==> src/rtl/dispatcher_pkg.sv <==
// dispatcher_pkg: shared widths, constants and slot state encoding for the dispatcher
package dispatcher_pkg;
  localparam int DATA_LEN_DEF   = 32;
  localparam int ADDR_LEN_DEF   = 32;
  localparam int ROB_LEN_DEF    = 4;
  localparam int OPENUM_LEN_DEF = 6;
  localparam int REG_LEN_DEF    = 5;
  localparam logic [OPENUM_LEN_DEF-1:0] OPENUM_NOP = '0;
  localparam logic [ROB_LEN_DEF:0] ZERO_ROB = '0;
  localparam logic [DATA_LEN_DEF-1:0] ZERO_WORD = '0;
  localparam logic TRUE = 1'b1;
  localparam logic FALSE = 1'b0;
  typedef enum logic {EMPTY, HELD} slot_state_t;
endpackage

==> src/rtl/dispatcher_operand_resolver.sv <==
// dispatcher_operand_resolver: turns a register V/Q pair into a value or producer tag
// Ports: reg_v/reg_q register file view; rob_ready/rob_value producer status in ROB;
// cdb_valid/cdb_tag/cdb_result broadcast; v/q resolved operand (q = 0 means v is valid).
// Tying rob_ready low leaves only the CDB path, which serves snoop and bypass.
module dispatcher_operand_resolver
  import dispatcher_pkg::*;
#(
  parameter int DATA_LEN = DATA_LEN_DEF,
  parameter int TAG_LEN  = ROB_LEN_DEF + 1
) (
  input  logic [DATA_LEN-1:0] reg_v,
  input  logic [TAG_LEN-1:0]  reg_q,
  input  logic                rob_ready,
  input  logic [DATA_LEN-1:0] rob_value,
  input  logic                cdb_valid,
  input  logic [TAG_LEN-1:0]  cdb_tag,
  input  logic [DATA_LEN-1:0] cdb_result,
  output logic [DATA_LEN-1:0] v,
  output logic [TAG_LEN-1:0]  q
);
  logic no_dep, cdb_hit;
  assign no_dep  = reg_q == '0;
  assign cdb_hit = cdb_valid && cdb_tag == reg_q;
  assign v = no_dep ? reg_v : cdb_hit ? cdb_result : rob_ready ? rob_value : '0;
  assign q = (no_dep || cdb_hit || rob_ready) ? '0 : reg_q;
endmodule

==> src/rtl/dispatcher.sv <==
// dispatcher: issue stage; allocates ROB tag, renames rd, resolves operands, holds one slot for RS/LSB
// Ports: clk/rst (async active-low); decoder fields + ready_to_dec; register file V/Q and rename;
// ROB tag/full/ready/value, alloc and rollback; CDB broadcast; RS/LSB full, insert strobes and payload.
module dispatcher
  import dispatcher_pkg::*;
#(
  parameter int DATA_LEN   = DATA_LEN_DEF,
  parameter int ADDR_LEN   = ADDR_LEN_DEF,
  parameter int ROB_LEN    = ROB_LEN_DEF,
  parameter int OPENUM_LEN = OPENUM_LEN_DEF,
  parameter int REG_LEN    = REG_LEN_DEF
) (
  input  logic                  clk,
  input  logic                  rst,
  input  logic                  valid_from_dec,
  input  logic [OPENUM_LEN-1:0] openum_from_dec,
  input  logic [REG_LEN-1:0]    rd_from_dec,
  input  logic [REG_LEN-1:0]    rs1_from_dec,
  input  logic [REG_LEN-1:0]    rs2_from_dec,
  input  logic [DATA_LEN-1:0]   imm_from_dec,
  input  logic [ADDR_LEN-1:0]   pc_from_dec,
  input  logic                  is_ls_from_dec,
  output logic                  ready_to_dec,
  input  logic [ROB_LEN:0]      Q1_from_reg,
  input  logic [ROB_LEN:0]      Q2_from_reg,
  input  logic [DATA_LEN-1:0]   V1_from_reg,
  input  logic [DATA_LEN-1:0]   V2_from_reg,
  output logic                  rename_ena_to_reg,
  output logic [REG_LEN-1:0]    rename_rd_to_reg,
  output logic [ROB_LEN:0]      rename_tag_to_reg,
  input  logic [ROB_LEN:0]      rob_tag_from_rob,
  input  logic                  rob_full_from_rob,
  input  logic                  Q1_ready_from_rob,
  input  logic                  Q2_ready_from_rob,
  input  logic [DATA_LEN-1:0]   Q1_value_from_rob,
  input  logic [DATA_LEN-1:0]   Q2_value_from_rob,
  output logic                  alloc_to_rob,
  input  logic                  rollback_from_rob,
  input  logic                  valid_from_cdb,
  input  logic [ROB_LEN:0]      rob_id_from_cdb,
  input  logic [DATA_LEN-1:0]   result_from_cdb,
  input  logic                  rs_full_from_rs,
  input  logic                  lsb_full_from_lsb,
  output logic                  ena_to_rs,
  output logic                  ena_to_lsb,
  output logic [OPENUM_LEN-1:0] openum_to_ex,
  output logic [DATA_LEN-1:0]   V1_to_ex,
  output logic [DATA_LEN-1:0]   V2_to_ex,
  output logic [ROB_LEN:0]      Q1_to_ex,
  output logic [ROB_LEN:0]      Q2_to_ex,
  output logic [ADDR_LEN-1:0]   pc_to_ex,
  output logic [DATA_LEN-1:0]   imm_to_ex,
  output logic [ROB_LEN:0]      rob_id_to_ex
);
  localparam int TAG_LEN = ROB_LEN + 1;
  slot_state_t state, state_nx;
  logic                  slot_is_ls;
  logic [OPENUM_LEN-1:0] slot_op;
  logic [DATA_LEN-1:0]   slot_v1, slot_v2, slot_imm;
  logic [TAG_LEN-1:0]    slot_q1, slot_q2, slot_rob;
  logic [ADDR_LEN-1:0]   slot_pc;
  logic [DATA_LEN-1:0]   acc_v1, acc_v2, byp_v1, byp_v2;
  logic [TAG_LEN-1:0]    acc_q1, acc_q2, byp_q1, byp_q2;
  logic go, accept;
  logic unused;
  // Source register indices are consumed by the register file, not here.
  assign unused = ^{rs1_from_dec, rs2_from_dec};
  dispatcher_operand_resolver #(.DATA_LEN(DATA_LEN), .TAG_LEN(TAG_LEN)) u_acc1 (
    .reg_v(V1_from_reg), .reg_q(Q1_from_reg), .rob_ready(Q1_ready_from_rob), .rob_value(Q1_value_from_rob),
    .cdb_valid(valid_from_cdb), .cdb_tag(rob_id_from_cdb), .cdb_result(result_from_cdb), .v(acc_v1), .q(acc_q1));
  dispatcher_operand_resolver #(.DATA_LEN(DATA_LEN), .TAG_LEN(TAG_LEN)) u_acc2 (
    .reg_v(V2_from_reg), .reg_q(Q2_from_reg), .rob_ready(Q2_ready_from_rob), .rob_value(Q2_value_from_rob),
    .cdb_valid(valid_from_cdb), .cdb_tag(rob_id_from_cdb), .cdb_result(result_from_cdb), .v(acc_v2), .q(acc_q2));
  // Held operands only see the CDB: these outputs are both the snoop update and the payload bypass.
  dispatcher_operand_resolver #(.DATA_LEN(DATA_LEN), .TAG_LEN(TAG_LEN)) u_byp1 (
    .reg_v(slot_v1), .reg_q(slot_q1), .rob_ready(1'b0), .rob_value('0),
    .cdb_valid(valid_from_cdb), .cdb_tag(rob_id_from_cdb), .cdb_result(result_from_cdb), .v(byp_v1), .q(byp_q1));
  dispatcher_operand_resolver #(.DATA_LEN(DATA_LEN), .TAG_LEN(TAG_LEN)) u_byp2 (
    .reg_v(slot_v2), .reg_q(slot_q2), .rob_ready(1'b0), .rob_value('0),
    .cdb_valid(valid_from_cdb), .cdb_tag(rob_id_from_cdb), .cdb_result(result_from_cdb), .v(byp_v2), .q(byp_q2));
  always_comb begin
    go = state == HELD && !(slot_is_ls ? lsb_full_from_lsb : rs_full_from_rs) && !rollback_from_rob;
    accept = rst && valid_from_dec && !rob_full_from_rob && !rollback_from_rob && (state == EMPTY || go);
    state_nx = rollback_from_rob ? EMPTY : accept ? HELD : go ? EMPTY : state;
  end
  assign ready_to_dec      = accept;
  assign alloc_to_rob      = accept;
  assign rename_ena_to_reg = accept && rd_from_dec != '0;
  assign rename_rd_to_reg  = rd_from_dec;
  assign rename_tag_to_reg = rob_tag_from_rob;
  assign ena_to_rs         = go && !slot_is_ls;
  assign ena_to_lsb        = go && slot_is_ls;
  assign openum_to_ex      = slot_op;
  assign V1_to_ex          = byp_v1;
  assign V2_to_ex          = byp_v2;
  assign Q1_to_ex          = byp_q1;
  assign Q2_to_ex          = byp_q2;
  assign pc_to_ex          = slot_pc;
  assign imm_to_ex         = slot_imm;
  assign rob_id_to_ex      = slot_rob;
  always_ff @(posedge clk or negedge rst) begin
    if (!rst) begin
      state      <= EMPTY;
      slot_is_ls <= 1'b0;
      slot_op    <= OPENUM_LEN'(OPENUM_NOP);
      slot_v1    <= '0;
      slot_v2    <= '0;
      slot_q1    <= '0;
      slot_q2    <= '0;
      slot_pc    <= '0;
      slot_imm   <= '0;
      slot_rob   <= '0;
    end else begin
      state <= state_nx;
      if (accept) begin
        slot_is_ls <= is_ls_from_dec;
        slot_op    <= openum_from_dec;
        slot_v1    <= acc_v1;
        slot_v2    <= acc_v2;
        slot_q1    <= acc_q1;
        slot_q2    <= acc_q2;
        slot_pc    <= pc_from_dec;
        slot_imm   <= imm_from_dec;
        slot_rob   <= rob_tag_from_rob;
      end else begin
        slot_v1 <= byp_v1;
        slot_v2 <= byp_v2;
        slot_q1 <= byp_q1;
        slot_q2 <= byp_q2;
      end
    end
  end
endmodule

==> config.mk <==
export PLATFORM = sky130hd
export DESIGN_NAME = dispatcher
export DESIGN_NICKNAME = d
export VERILOG_FILES = /design/src/rtl/dispatcher_pkg.sv /design/src/rtl/dispatcher_operand_resolver.sv /design/src/rtl/dispatcher.sv
export SDC_FILE = /design/constraint.sdc
export NUM_CORES = 1
export LEC_CHECK = 0
export ABC_AREA = 1
export CAP_MARGIN = 20
export CORE_AREA = 4 4 169 171
export DETAILED_ROUTE_END_ITERATION = 8
export DIE_AREA = 0 0 173 175
export PLACE_DENSITY = 0.71
export SLEW_MARGIN = 30
export SYNTH_ARGS = -nofsm -noshare
export SYNTH_HDL_FRONTEND = slang
export SYNTH_SLANG_ARGS = --single-unit
==> constraint.sdc <==
create_clock -name clk -period 1.9 [get_ports clk]
set_input_delay 0.285 -clock clk [delete_from_list [all_inputs] [get_ports clk]]
set_output_delay 0.285 -clock clk [all_outputs]
set_load 0.01 [all_outputs]
==> results of run 1 <==
==> tightest hold or removal path, stage by stage <==
cell and delay, ns:
clkdlybuf4s50_1 0.39, nand2_1 0.06, nand2_1 0.04
==> logic make-up after synthesis <==
family	synth area share, %
and+or+nand+nor	37.7
buffers and inverters	11.8
AOI/OAI and AO/OA	11.3
DFF	39.1
xor gates and xnor gates	0.0906
==> path summary, 6_finish.rpt <==
path	startpoint	endpoint	cells after the start
min in group asynchronous	rst	slot_v1[15]$_DFF_PN0_	3
hold reg to reg	pc_to_ex[30]$_DFFE_PN0P_	pc_to_ex[30]$_DFFE_PN0P_	2
setup reg to reg	slot_is_ls$_DFFE_PN0P_	slot_v2[9]$_DFF_PN0_	10
hold / removal	imm_from_dec[24]	imm_to_ex[24]$_DFFE_PN0P_	3
setup / recovery	slot_q1[1]$_DFF_PN0_	V1_to_ex[23]	10
max in group asynchronous	rst	pc_to_ex[7]$_DFFE_PN0P_	4
==> area by class of cell <==
type                       instances  area share [%]
antenna                            3          0.0435
clock buffer                      18            2.54
clock inverter                    14           0.913
inverter                         143            3.28
multi-input combinational       1091            32.0
sequential                       151            21.9
tap                              341            2.47
timing repair buffer             616            36.7
timing repair inverter             2           0.130
==> cell usage in the layout, fill, tap and decap left out, types with 20 or more instances in the layout <==
cell type,netlist,layout
clkbuf_16,0,24
o21ai_2,0,39
buf_2,43,39
nand2_1,569,546
a21oi_1,115,108
nor2_4,1,34
buf_12,0,26
inv_1,133,126
dfrtp_1,151,148
nand3_1,139,136
nand4_1,20,20
buf_6,8,64
clkdlybuf4s50_1,0,347
nor2_1,151,105
buf_4,22,114
==> power groups by stage <==
| stage | clock [mW] | combinational (mW) | sequential, mW |
|---|---|---|---|
| after floorplan | 0 | 1.78 | 4.28 |
| after global routing | 3.77 | 5.52 | 4.24 |
| after CTS | 3.61 | 4.71 | 4.15 |
| after detailed placement | 0 | 4.68 | 4.17 |
| after global placement | 0 | 4.61 | 4.15 |
| final | 3.56 | 5.13 | 4.18 |
==> state kept, by name (all words and copies together), names as in the netlist <==
register	flops
slot_v1	32
imm_to_ex	32
slot_v2	32
openum_to_ex	6
state	1
slot_is_ls	1
slot_q2	5
rob_id_to_ex	5
slot_q1	5
pc_to_ex	32
==> per-layer routing <==
metal | up-vias | GRT usage [%] | wire [um]
met5 | - | 0 | 38
met4 | 6 | 12.5 | 2200
met3 | 171 | 8.65 | 4980
met2 | 792 | 50.2 | 23600
met1 | 5780 | 35.7 | 18400
li1 | 5732 | - | -
==> repair_timing <==
item                                   4_1_cts  5_1_grt
setup endpoints to repair                   85      194
cloned                                       7       11
setup buffers                               29       12
hold buffers                                 1        0
resized for setup                          479      194
endpoints found under the hold margin       32        0
pin swaps                                   22       28
==> summary.md, run 1 <==
| Metric | Value |
|---|---|
| First-pass GRT wire length | 71300 um |
| Finished Core Util | 64.3% |
| Final wirelength | 49200 um |
| Crit-path slowest cell | dfrtp_1 |
| Upper clock frequency limit | 442 MHz |
| Residual DRC | 0 |
| Vias per cell | 5.25 |
| Slew at the pin closest to its max-slew limit | 0.544 ns |
| Antenna Violating Nets Remaining | 0 |
| Unique cell type count in the Yosys netlist | 26 |
| Most frequent cell after synthesis | nand2_1 |
| First drt pass iteration count | 7 |
| Asr flop ratio synth | 100% |
| Worst VDD drop | 0.509 mV |
| # rows | 60 |
| DR iter-0 viols | 1338 |
| Critical-path maximum fanout | 5 |
| Placed inst area | 15100 um^2 |
| Setup TNS | -20.72 ns |
| H-Tree Level Count | 4 |
| Failing checks | negative setup slack |
| CP max stage delay | 0.44 ns |
| P per Cell Area | 745 nW/um^2 |
| Most instantiated cells after synthesis | nand2_1, dfrtp_1, nor2_1 |
| Crit-path cells | inv_2 -> nand2_1 -> nand2_1 -> nor2_2 -> nand3_4 -> buf_6 -> nand2_8 -> clkinv_8 -> nor2_2 -> buf_2 |
| GRT Overall Usage | 29.8% |
| Setup ws final | -0.361 ns |
| Pint | 8.43 mW |
| Worst Path Arrival | 1.98 ns |
| CTS Buf Count | 17 |
| Area grow syn2layout | 78.7% |
| Startpoint Class | flip-flop |
| Cells after synthesis | 1494 |
| Clock sinks | 151 |
| Synth warnings | 0 |
| Clock Tree Buf Depth | 2 |
| Leak | 8.65 nW |
| Final setup viols | 75 |
| Clock network power share | 27.7% |
| Setup CP Type | flip-flop to output port |
| Via count | 12481 |
| FF+latch area | 3780 um^2 |
| Mapped Nets | 1770 |
| Setup Skew | 0.0113 ns |
| Final net count | 2298 |
| Worst hold-check path type | primary input to flip-flop |
| Headroom to the max-slew limit | 63.8% |
| Die Area | 30300 um^2 |
| Flop2flop setup slack | 0.01 ns |
| Avg Inst Size Synth | 6.47 um^2 |
| Worst skew pair latency | 0.42 ns |
| Top cell type's share of synthesized area | 39.1% |
| Cell Area, Synth | 9660 um^2 |
| Fillers | 2292 |
| Comb power frac | 39.9% |
| Dominant synthesized flop cell | dfrtp_1 |
| Seq pwr share | 32.5% |
| Fin. max-slew vios | 0 |
| Share of cells above drive strength 1 | 23.4% |
| Period utilization | 119% |
| Switching pwr | 4.44 mW |
| Die Wd | 173 um |
| Area of the core | 26900 um^2 |
| Drt wl/cell | 20.7 um |
| Synth Register Bits | 151 |
| Pre-CTS setup slack | -0.907 ns |
| Vias in the first global route | 12524 |
| Outcome | finished, violations left |
| Top cell type by total area after synthesis | dfrtp_1 |
| Ports | 440 |
| Critical path buffer and inverter count | 4 |
| Hold slack | 0.387 ns |
| EDFF count, synth | 0 |
| Die height | 175 um |
| Synth area leaders | dfrtp_1, nand2_1, nand3_1 |
| Clk root buf | clkbuf_16 |
| Finished Layout Cells | 2379 |
| Final Power | 12.9 mW |
| Footprint of the multi-input gates | 5520 um^2 |
| Overflow after GRT | 0 |
| Min Tclk post-route | 2.26 ns |
| Placed cells | 2298 |
| GP Congestion | 0.933 |
| Critical Path RT | 1.62 ns |
| Post-route cell area | 17300 um^2 |
| Max Cap Viol | 0 |
| Number of buffers added on ports | 429 |
| Largest net degree at the start of global routing | 84 |
| Initial Utilization | 36.0% |
| Dpl hpwl | 32700 um |
| Seq/Total Area, Yosys | 39.1% |
| CTS tree | built |
| Fin. Hold Viols | 0 |
| Clk pin slew, worst setup/hold paths | 0.08 ns |
| Initial antenna violation count | 6 |
| Crit. End Element | output port |
| Net Sw Frac | 34.5% |
| RSZ-0062 raised after global routing | yes |
| Crit path max-delay family | simple AND/OR/NAND/NOR gates |
(Power assumes the default switching activity.)
==> run 2, diff against run 1 <==
CTS_CLUSTER_DIAMETER = 50   (was unset)
==> results of run 2 <==
No change in the layout: final DEF, timing and power equal those of run 1.
==> run 3, diff against run 2 <==
CORE_AREA = 4 4 168 170   (was 4 4 169 171)
DIE_AREA = 0 0 172 174   (was 0 0 173 175)
PLACE_DENSITY = 0.77   (was 0.71)
SYNTH_HIERARCHICAL = 1   (was unset)
==> summary.md, run 3 <==
| Metric | Value |
|---|---|
| Outcome | finished, violations left (unchanged) |
| Failing checks | negative setup slack (unchanged) |
| First drt pass iteration count | 6 (was 7) |
| Worst hold-check path type | primary input to flip-flop (unchanged) |
| Clk pin slew, worst setup/hold paths | 0.09 ns (was 0.08 ns) |
| EDFF count, synth | 0 (unchanged) |
| Synth warnings | 6 (was 0) |
| Critical-path maximum fanout | 8 (was 5) |
| Period utilization | 125% (was 119%) |
| Vias per cell | 5.35 (was 5.25) |
| Synth area leaders | dfrtp_1, nand2_1, nand3_1 (unchanged) |
| Area grow syn2layout | 73.3% (was 78.7%) |
| Initial Utilization | 41.8% (was 36.0%) |
| Worst setup startpoint | slot_q1[2]$_DFF_PN0_ (was slot_q1[1]$_DFF_PN0_) |
| Share of cells above drive strength 1 | 23.3% (was 23.4%) |
| GRT Overall Usage | 32.5% (was 29.8%) |
| Flop2flop setup slack | -0.18 ns (was 0.01 ns) |
| Setup ws final | -0.475 ns (was -0.361 ns) |
| Final wirelength | 53800 um (was 49200 um) |
| Worst hold start | pc_from_dec[29] (was imm_from_dec[24]) |
| Dpl hpwl | 34800 um (was 32700 um) |
| # rows | 60 (unchanged) |
| Unique cell type count in the Yosys netlist | 19 (was 26) |
| Slew at the pin closest to its max-slew limit | 0.594 ns (was 0.544 ns) |
| Residual DRC | 0 (unchanged) |
| Area of the core | 26700 um^2 (was 26900 um^2) |
| R2r startpoint | slot_q1[2]$_DFF_PN0_ (was slot_is_ls$_DFFE_PN0P_) |
| GP Congestion | 0.910 (was 0.933) |
| Setup Skew | 0.0195 ns (was 0.0113 ns) |
| Top cell type by total area after synthesis | dfrtp_1 (unchanged) |
| Critical path buffer and inverter count | 4 (unchanged) |
| Asr flop ratio synth | 100% (unchanged) |
| Die height | 174 um (was 175 um) |
| Fillers | 2134 (was 2292) |
| Min Tclk post-route | 2.37 ns (was 2.26 ns) |
| Crit-path slowest cell | dfrtp_1 (unchanged) |
| Crit. End Element | output port (unchanged) |
| Synth Register Bits | 151 (unchanged) |
| CTS tree | built (unchanged) |
| Cell Area, Synth | 11200 um^2 (was 9660 um^2) |
| Drt wl/cell | 19.6 um (was 20.7 um) |
| P per Cell Area | 726 nW/um^2 (was 745 nW/um^2) |
| Setup CP Type | flip-flop to output port (unchanged) |
| Hold Path Cell Cnt | 3 (unchanged) |
| Most instantiated cells after synthesis | nand2_1, nand3_1, dfrtp_1, inv_1, nand4_1 (was nand2_1, dfrtp_1, nor2_1) |
| Worst path depth | 11 (was 10) |
| Final net count | 2665 (was 2298) |
| Worst VDD drop | 0.553 mV (was 0.509 mV) |
| Antenna Violating Nets Remaining | 0 (unchanged) |
| Clk root buf | clkbuf_16 (unchanged) |
| First-pass GRT wire length | 76900 um (was 71300 um) |
| Cells after synthesis | 1811 (was 1494) |
| DR iter-0 viols | 1403 (was 1338) |
| CTS Buf Count | 17 (unchanged) |
| Worst Path Arrival | 2.09 ns (was 1.98 ns) |
| Via count | 14710 (was 12481) |
| Clock sinks | 151 (unchanged) |
| Initial antenna violation count | 8 (was 6) |
| Number of buffers added on ports | 429 (unchanged) |
| Overflow after GRT | 0 (unchanged) |
| Headroom to the max-slew limit | 60.4% (was 63.8%) |
| Critical Path RT | 1.62 ns (about the same) |
| Vias in the first global route | 13948 (was 12524) |
| Startpoint Class | flip-flop (unchanged) |
| Die Wd | 172 um (was 173 um) |
| Worst skew pair latency | 0.44 ns (was 0.42 ns) |
| Commonest non-fill, non-tap cell in the layout | nand2_1 (unchanged) |
| Upper clock frequency limit | 421 MHz (was 442 MHz) |
| Final setup viols | 79 (was 75) |
| Avg Inst Size Synth | 6.17 um^2 (was 6.47 um^2) |
| Largest net degree at the start of global routing | 109 (was 84) |
| Leak | 10.1 nW (was 8.65 nW) |
| CP max stage delay | 0.38 ns (was 0.44 ns) |
| RSZ-0062 raised after global routing | yes (unchanged) |
| Fin. max-slew vios | 0 (unchanged) |
| Clock Tree Buf Depth | 2 (unchanged) |
| Fin. Hold Viols | 0 (unchanged) |
| Crit-path cells | buf_6 -> inv_4 -> nand2_4 -> nand2_4 -> nor2_4 -> nand3_4 -> clkbuf_16 -> nand2_2 -> nand3_2 -> nand2_2 -> buf_6 (was inv_2 -> nand2_1 -> nand2_1 -> nor2_2 -> nand3_4 -> buf_6 -> nand2_8 -> clkinv_8 -> nor2_2 -> buf_2) |
| Dominant synthesized flop cell | dfrtp_1 (unchanged) |
| Die Area | 29900 um^2 (was 30300 um^2) |
| Finished Layout Cells | 2751 (was 2379) |
| Placed cells | 2634 (was 2298) |
| Seq/Total Area, Yosys | 33.8% (was 39.1%) |
| Most frequent cell after synthesis | nand2_1 (unchanged) |
| Most frequent cells in the layout | nand2_1, clkdlybuf4s50_1, nand3_1 (was nand2_1, clkdlybuf4s50_1, dfrtp_1) |
| H-Tree Level Count | 4 (unchanged) |
| Worst r2r path cells | 16 (was 10) |
| Ports | 440 (unchanged) |
| Worst setup path endpoint | V1_to_ex[21] (was V1_to_ex[23]) |
| Crit path max-delay family | simple AND/OR/NAND/NOR gates (unchanged) |
| Max Cap Viol | 0 (unchanged) |
| Worst R2R End | slot_v1[27]$_DFF_PN0_ (was slot_v2[9]$_DFF_PN0_) |
| Top cell type's share of synthesized area | 33.8% (was 39.1%) |
| Final Power | 14.0 mW (was 12.9 mW) |
==> run 3: power breakdown <==
group / internal, mW / leakage (nW) / switching (mW)
clock network: 1.88 / 0.283 / 1.69
registers: 3.94 / 1.93 / 0.365
logic: 3.20 / 7.85 / 2.98
total: 9.01 / 10.1 / 5.03
==> run 3: worst min-delay path by stage <==
stage	endpoint
floorplan	imm_to_ex[0]$_DFFE_PN0P_
global placement	pc_to_ex[9]$_DFFE_PN0P_
detailed placement	imm_to_ex[5]$_DFFE_PN0P_
CTS	imm_to_ex[26]$_DFFE_PN0P_
global route	imm_to_ex[26]$_DFFE_PN0P_
finish	pc_to_ex[29]$_DFFE_PN0P_
==> run 3: worst register-to-register path, stage by stage (launching register included) <==
cell,delay (ns)
dfrtp_1,0.38
buf_6,0.13
inv_4,0.04
nand2_4,0.05
nand2_4,0.05
nor2_4,0.17
buf_8,0.17
clkbuf_16,0.18
nand4_1,0.11
nand3_2,0.11
nand2_2,0.07
buf_6,0.12
buf_6,0.10
buf_6,0.10
buf_6,0.10
nand2_2,0.05
nand2_1,0.05
==> run 3: metal layers <==
layer	routed length (um)	up-vias	GRT usage, %
li1	-	6830	-
met2	25800	923	53.9
met1	19600	6764	39.0
met3	5400	191	8.39
met4	2930	2	16.0
met5	12	-	0
==> run 3: kinds of logic (layout without fill, tap and decap cells) <==
group / Yosys count / count (layout) / share of synthesized area (%)
DFF: 151 / 151 / 33.8
and+or+nand+nor: 1341 / 1341 / 52.8
other: 1 / 74 / 0.0336
buffers and inverters: 318 / 844 / 13.3
==> run 3: metrics by stage <==
| stage | utilization, % | hold slack, ns | instance area [um^2] | setup slack [ns] | TNS (ns) |
|---|---|---|---|---|---|
| 6_report | 72.4 | 0.396 | 19400 | -0.475 | -29.16 |
| 5_1_grt | 72.4 | 0.395 | 19300 | -0.547 | -34.92 |
| 4_1_cts | 67.7 | 0.384 | 18100 | -0.425 | -27.24 |
| 3_5_place_dp | 62.1 | 0.444 | 16600 | -0.892 | -97.19 |
| 3_3_place_gp | 62.1 | 0.442 | 16600 | -0.906 | -89.77 |
| 2_1_floorplan | - | -0.0106 | 11400 | 0.195 | 0 |
==> run 3: layout make-up <==
class / instances / area [um^2] / share of cell area (%)
clock buffers: 18 / 429 / 2.22
diodes: 8 / 20.0 / 0.103
repair buffers: 641 / 6790 / 35.1
clock inverters: 14 / 159 / 0.821
well taps: 341 / 427 / 2.20
flip-flops and latches: 151 / 3780 / 19.5
multi-input cells: 1407 / 7090 / 36.6
inverters: 171 / 652 / 3.37
==> run 3: timing repair <==
item,in CTS,in global routing
gates resized for setup,504,229
endpoints found under the setup margin,79,95
pin swaps,47,78
hold endpoints to repair,42,0
hold buffers,1,0
cloned,7,13
buffers inserted,46,30
